### config.mk
export PLATFORM = sky130hd
export DESIGN_NAME = vram_fill_engine
export DESIGN_NICKNAME = d
export VERILOG_FILES = /design/src/rtl/screen_pkg.sv /design/src/rtl/vram_fill_engine.sv
export SDC_FILE = /design/constraint.sdc
export NUM_CORES = 1
export LEC_CHECK = 0
export CELL_PAD_IN_SITES_DETAIL_PLACEMENT = 2
export CELL_PAD_IN_SITES_GLOBAL_PLACEMENT = 2
export CORE_MARGIN = 5
export CORE_UTILIZATION = 24
export DETAILED_ROUTE_END_ITERATION = 8
export HOLD_SLACK_MARGIN = 0.12
export PLACE_DENSITY = 0.82
export RECOVER_POWER = 50
export SLEW_MARGIN = 20
export SYNTH_ARGS = -nofsm -noshare
export SYNTH_HDL_FRONTEND = slang
export SYNTH_SLANG_ARGS = --single-unit
export TNS_END_PERCENT = 50
### constraint.sdc
create_clock -name clk -period 2.7 [get_ports clk]
set_input_delay 0.54 -clock clk [delete_from_list [all_inputs] [get_ports clk]]
set_output_delay 0.54 -clock clk [all_outputs]
set_load 0.02 [all_outputs]
### src/rtl/screen_pkg.sv
// Shared Screen-block definitions: bitmap geometry, VRAM port widths and the fill engine state type.
package screen_pkg;

  localparam int SCREEN_WORDS_PER_ROW = 32;
  localparam int SCREEN_ROWS          = 256;
  localparam int VRAM_ADDR_W          = 13;
  localparam int VRAM_DATA_W          = 16;
  localparam int ROW_W                = 8;
  localparam int COL_W                = 5;

  typedef enum logic [1:0] {
    IDLE  = 2'd0,
    READ  = 2'd1,
    WRITE = 2'd2,
    DONE  = 2'd3
  } fill_state_t;

endpackage

### src/rtl/vram_fill_engine.sv
// VRAM row fill/clear engine driving the Screen CPU-side VRAM port; writes a pattern to every word of a row range.
// Define VRAM_FILL_XOR_EN to read-modify-write each word as (old ^ pattern) instead of overwriting.
module vram_fill_engine
  import screen_pkg::*;
(
  input  logic                   clk,
  input  logic                   reset,
  input  logic                   start,
  input  logic [ROW_W-1:0]       first_row,
  input  logic [ROW_W-1:0]       last_row,
  input  logic [VRAM_DATA_W-1:0] pattern,
  output logic                   busy,
  output logic                   done,
  output logic                   vram_load,
  output logic [VRAM_ADDR_W-1:0] vram_addr,
  output logic [VRAM_DATA_W-1:0] vram_din,
  input  logic                   vram_busy,
  input  logic [VRAM_DATA_W-1:0] vram_dout,
  output fill_state_t            dbg_state
);

  // VRAM handshake: a write is taken on any cycle with vram_load=1 and vram_busy=0, a read on any
  // cycle with vram_load=0 and vram_busy=0 (data on vram_dout the next cycle); while vram_busy=1
  // the engine holds vram_load, vram_addr and vram_din unchanged.

  fill_state_t            state_q, state_d;
  logic [VRAM_ADDR_W-1:0] addr_q, addr_d;
  logic [VRAM_ADDR_W-1:0] last_addr_q, last_addr_d;
  logic [VRAM_DATA_W-1:0] pat_q, pat_d;
  logic [VRAM_DATA_W-1:0] wr_data;
  logic                   wr_accept;

`ifdef VRAM_FILL_XOR_EN
  logic [VRAM_DATA_W-1:0] din_q, din_d;
  logic                   rd_fresh_q;
`else
  logic                   dout_unused;
  assign dout_unused = ^vram_dout;
`endif

  assign wr_accept = (state_q == WRITE) && !vram_busy;

  always_comb begin
    state_d     = state_q;
    addr_d      = addr_q;
    last_addr_d = last_addr_q;
    pat_d       = pat_q;
    busy        = 1'b0;
    done        = 1'b0;
    vram_load   = 1'b0;
`ifdef VRAM_FILL_XOR_EN
    din_d       = din_q;
    // Read data is only valid on the first WRITE cycle; a stalled write replays the captured word.
    wr_data     = rd_fresh_q ? (vram_dout ^ pat_q) : din_q;
`else
    wr_data     = pat_q;
`endif
    case (state_q)
      IDLE: begin
        if (start) begin
          pat_d       = pattern;
          last_addr_d = {last_row, {COL_W{1'b1}}};
          if (first_row <= last_row) begin
            addr_d = {first_row, {COL_W{1'b0}}};
`ifdef VRAM_FILL_XOR_EN
            state_d = READ;
`else
            state_d = WRITE;
`endif
          end else begin
            state_d = DONE;
          end
        end
      end
      READ: begin
        busy = 1'b1;
`ifdef VRAM_FILL_XOR_EN
        if (!vram_busy) state_d = WRITE;
`else
        state_d = IDLE;
`endif
      end
      WRITE: begin
        busy      = 1'b1;
        vram_load = 1'b1;
`ifdef VRAM_FILL_XOR_EN
        din_d     = wr_data;
`endif
        if (wr_accept) begin
          if (addr_q == last_addr_q) begin
            state_d = DONE;
          end else begin
            addr_d = addr_q + 1'b1;
`ifdef VRAM_FILL_XOR_EN
            state_d = READ;
`endif
          end
        end
      end
      DONE: begin
        done    = 1'b1;
        state_d = IDLE;
      end
      default: state_d = IDLE;
    endcase
  end

  always_ff @(posedge clk) begin
    if (reset) begin
      state_q     <= IDLE;
      addr_q      <= '0;
      last_addr_q <= '0;
      pat_q       <= '0;
`ifdef VRAM_FILL_XOR_EN
      din_q       <= '0;
      rd_fresh_q  <= 1'b0;
`endif
    end else begin
      state_q     <= state_d;
      addr_q      <= addr_d;
      last_addr_q <= last_addr_d;
      pat_q       <= pat_d;
`ifdef VRAM_FILL_XOR_EN
      din_q       <= din_d;
      rd_fresh_q  <= (state_q == READ) && !vram_busy;
`endif
    end
  end

  assign vram_addr = addr_q;
  assign vram_din  = wr_data;
  assign dbg_state = state_q;

endmodule

=== Word-level counts from Yosys, hierarchy flattened ===
Cells that the tools add are included.

* Output and inout port bits: 34
* Register bits after elaboration: 44

* Add/subtract/negate cells: 1
* Eq/ne operators: 9
* Multiplexer cells: 13
* Reduce and logical (&&, ||, !) cells: 9
* Order comparisons: 1

{| class="wikitable"
|+ Operator list
! cell !! count
|-
| 13-bit 2-to-1 mux || 4
|-
| 13-bit one-hot mux with 2 select lines || 1
|-
| 13-bit by 1-bit adder with 13-bit output, second input constant || 1
|-
| 13-bit equality test || 1
|-
| 8-bit <= comparator || 1
|-
| 2-bit != test, second input constant || 4
|-
| 2-bit 2-to-1 mux || 3
|-
| 2-bit one-hot mux with 3 select lines || 1
|-
| 5-bit AND reduction || 1
|-
| 2-bit equality test, second input constant || 2
|-
| 1-bit 2-to-1 mux || 4
|-
| 2-bit OR reduction || 2
|-
| 3-bit AND reduction || 1
|-
| 2-bit by 1-bit equality test with 1-bit output, second input constant || 1
|-
| 2-bit logical NOT || 1
|-
| 2-bit by 1-bit != test with 1-bit output, second input constant || 1
|-
| 2-bit AND reduction || 1
|-
| 2-bit nonzero test || 1
|-
| 1-bit logical AND || 1
|-
| 1-bit logical NOT || 1
|}

=== Depth between registers and ports, before layout ===
* Word-level depth: 4
* Mapped depth: 9
* Depth with buffers taken out: 8

=== Worst setup path after synthesis ===
No wires, ideal clock.

* Path type: in2reg
* From: input last_row[1]
* To: register addr_q[3], in the netlist vram_addr[3]
* Path slack: 0.351 ns
* Setup time: 0.117 ns
* Arrival: 2.231 ns
* Stages on the path: 8
* Data required time: 2.583 ns
* Cells stage by stage: inv_1 > ha_1 > nor2b_1 > o211a_1 > o211ai_1 > a31oi_1 > or4_1 > a32o_1

* Cells in the longest elaborated chain, start to end: 3

{| class="wikitable"
|+ RTL lines
! item !! RTL line !! source
|-
| from (decl) || vram_fill_engine.sv:10 || <nowiki>input logic [ROW_W-1:0] last_row,</nowiki>
|-
| 8-bit <= comparator || vram_fill_engine.sv:63 || <nowiki>if (first_row <= last_row) begin</nowiki>
|-
| 2-bit != test (no source line) || -- ||
|-
| 5-bit AND reduction (no source line) || -- ||
|-
| to (signal assigned) || vram_fill_engine.sv:120 || <nowiki>addr_q <= addr_d;</nowiki>
|-
| to (decl) || vram_fill_engine.sv:27 || <nowiki>logic [VRAM_ADDR_W-1:0] addr_q, addr_d;</nowiki>
|}

Every way passes these cells.
A chain may end at the register's enable or synchronous reset.

=== Final worst setup path ===
* From: input last_row[7]
* To: register addr_q[8], in the netlist vram_addr[8]

Same word-level chain as after synthesis.

==> results_dict.tcl <==
set metrics [dict create \
    layout.cells.non_filler 510 \
    dp_hpwl_um 7042 \
    power.density_nw_per_um2 886.9 \
    hold_viol 0 \
    drc 0 \
    vdd_drop_max_uv 334.5 \
    drtIter0Drc 65 \
    firstDrtPassIters 4 \
    insertion_delay_ns 0.30 \
    max_freq_mhz 380.3 \
    setup_slack_ns 0.07027 \
    overflow 0 \
    finalWeightedCongestion 0.7809 \
    syn_area_um2 2280 \
    grt_usage_pct 16.70 \
    post_drt_wl_per_cell_um 18.73 \
    crit_buf_inv 2 \
    endpoint "vram_addr[8]" \
    avgSynthCellArea_um2 7.834 \
    ys_types 44 \
    path_clk_slew_ns 0.09 \
    syn_to_final_growth_pct 50.77 \
    pre_cts_ws_ns -0.3162 \
    synth_ff_type "dfxtp_1" \
    path_class "in2reg" \
    die_area_um2 11550 \
    placed_cells 501 \
    worstReg2RegStart "dbg_state[0]" \
    crit_family "simple AND/OR/NAND/NOR gates" \
    critPathMaxStageDelay_ns 0.49 \
    ctsRootBufferMaster "clkbuf_8" \
    relSlewSlack_pct 25.43 \
    whs_ns 0.4598 \
    drive_gt1_share_pct 13.91 \
    crit_start "last_row[7]" \
    ctsHoldBuffers 0 \
    finalCriticalPeriod_ns 2.630 \
    ios 86 \
    io_buffers 69 \
    layout.nets 445 \
    max_cap_viol_count 0 \
    critPathRequiredTime_ns 2.91 \
    ys_seq_elements 40 \
    ctsHtreeMaxLevel 2 \
    cts_max_path_buffers 2 \
    setup_viol 0 \
    start_kind "primary input" \
    crit_fanout 4 \
    design_area_um2 3437 \
    yosysSeqAreaShare_pct 35.13 \
    leakagePower_nw 1.335 \
    vias 2540 \
    finalPower_mw 3.048 \
    syn_nets 356 \
    viasPerCell 4.980 \
    worst_ep_arrival_time_ns 2.84 \
    cts_buffers 5 \
    finalMaxSlewViolations 0 \
    reg2reg_slack_ns 0.30 \
    cts_tree "yes" \
    cts.sink_count 40 \
    fp.dieH_um 107.5 \
    place_area_um2 3276 \
    synth_warnings 0 \
    ys_async_sr_fraction_pct 0 \
    synth_edf_count 0 \
    postSynthCellCount 291 \
    status "completed" \
    final_cell_mix "nand2_1 (64), clkdlybuf4s50_1 (54), dfxtp_1 (40)" \
    wl_um 9554 \
    ant_nets 0 \
    final_common_cell "nand2_1" \
    floorplan.initialDensity_pct 24.67 \
    worst_r2r_endpoint "vram_addr[3]" \
    antenna_found_initial 0 \
    critPathSlowestCell "clkdlybuf4s50_1" \
    grt_pass1_wl_um 15200 \
    final.period_utilization_pct 97.40 \
    cp.depth 9 \
    grt_pass1_vias 2873 \
    die_w_um 107.5 \
    reg2reg_depth 7 \
    cp_cell_sequence "clkdlybuf4s50_1 -> inv_1 -> ha_1 -> and4_4 -> nand2_1 -> o211ai_1 -> a31oi_2 -> or4_4 -> a32o_1" \
    core_area_um2 9240 \
    hold_class "reg2reg" \
    antenna-diode-count 0 \
    cp-end-kind "register" \
    tightest_slew_ns 1.119 \
    fin_skew_ns 0.008560 \
    grt_max_degree 28 \
    std_cell_rows 35 \
]
per-layer routing:
metal	GRT usage, %	wire length, um
met5	0	0
met1	18.90	3974
met4	6.312	233
met3	2.519	276
met2	31.28	5070
repair_timing:
item                                    4_1_cts  5_1_grt
setup buffers                                 1        0
endpoints found under the hold margin         0        0
endpoints found under the setup margin        2       11
pin swaps                                     4        2
resized for setup                             2       10
per-stage QoR:
stage | util (%) | setup TNS [ns]
6_report | 37.20 | 0
5_1_grt | 37.20 | -0.05216
4_1_cts | 36.89 | 0
3_5_place_dp | 35.45 | -2.411
3_3_place_gp | 35.45 | -1.644
2_1_floorplan | - | 0
area by class of cell:
cell class	instances	area, um2
clock buffers	5	68.82
fillers	1046	5803
flip-flops and latches	40	800.8
multi-input cells	218	1380
inverters	16	60.06
repair buffers	99	919.6
clock inverters	3	46.29
well taps	129	161.4
how the worst min path moves through the flow:
stage	depth (start not counted)	start	endpoint	slack, ns
after floorplan	2	last_addr_q[6]	last_addr_q[6]	0.45
after global placement	2	vram_din[14]	vram_din[14]	0.44
after detailed placement	2	vram_din[10]	vram_din[10]	0.45
after CTS	2	vram_din[10]	vram_din[10]	0.47
after global routing	2	vram_din[12]	vram_din[12]	0.49
final	2	vram_din[9]	vram_din[9]	0.46
registers in the layout (all words and copies together), names as in the netlist:
register     count
vram_addr       13
vram_din        16
last_addr_q      9
dbg_state        2
power by group:
part	leakage (nW)	internal [mW]	switching, mW
clock network	0.0548	0.279	0.249
registers	0.327	0.708	0.147
logic	0.953	0.688	0.977
Yosys cell counts (4+ instances only):
cell type  count  area (um2)
a21oi_1       36       180.2
a31oi_1        6       37.54
clkbuf_1      12       45.04
dfxtp_1       40       800.8
ha_1          13       162.7
inv_1         16       60.06
nand2_1       65       244.0
nand3_1       12       60.06
nand4_1        5       31.28
nor2_1         9       33.78
nor2b_1        4       25.02
nor3_1         5       25.02
o21ai_0        8       40.04
or4_1          5       37.54
xnor2_1        8       70.07
worst reg2reg max path, delay by kind of cell (launching register included):
family | cells | cell delay, ns
compound gates | 1 | 0.27
simple gates | 3 | 0.95
fa+ha+maj | 1 | 0.33
flops | 1 | 0.39
buf+inv | 2 | 0.37
logic make-up after synthesis:
logic type,share of synthesized area [%]
AND/OR/NAND/NOR,25.91
AO/OA/AOI/OAI,21.24
flip-flops,35.13
buffers and inverters,5.873
adder cells (fa/ha/maj),7.135
XOR/XNOR,4.281
multiplexers,0.4391
Power figures use the tool's default switching activity.
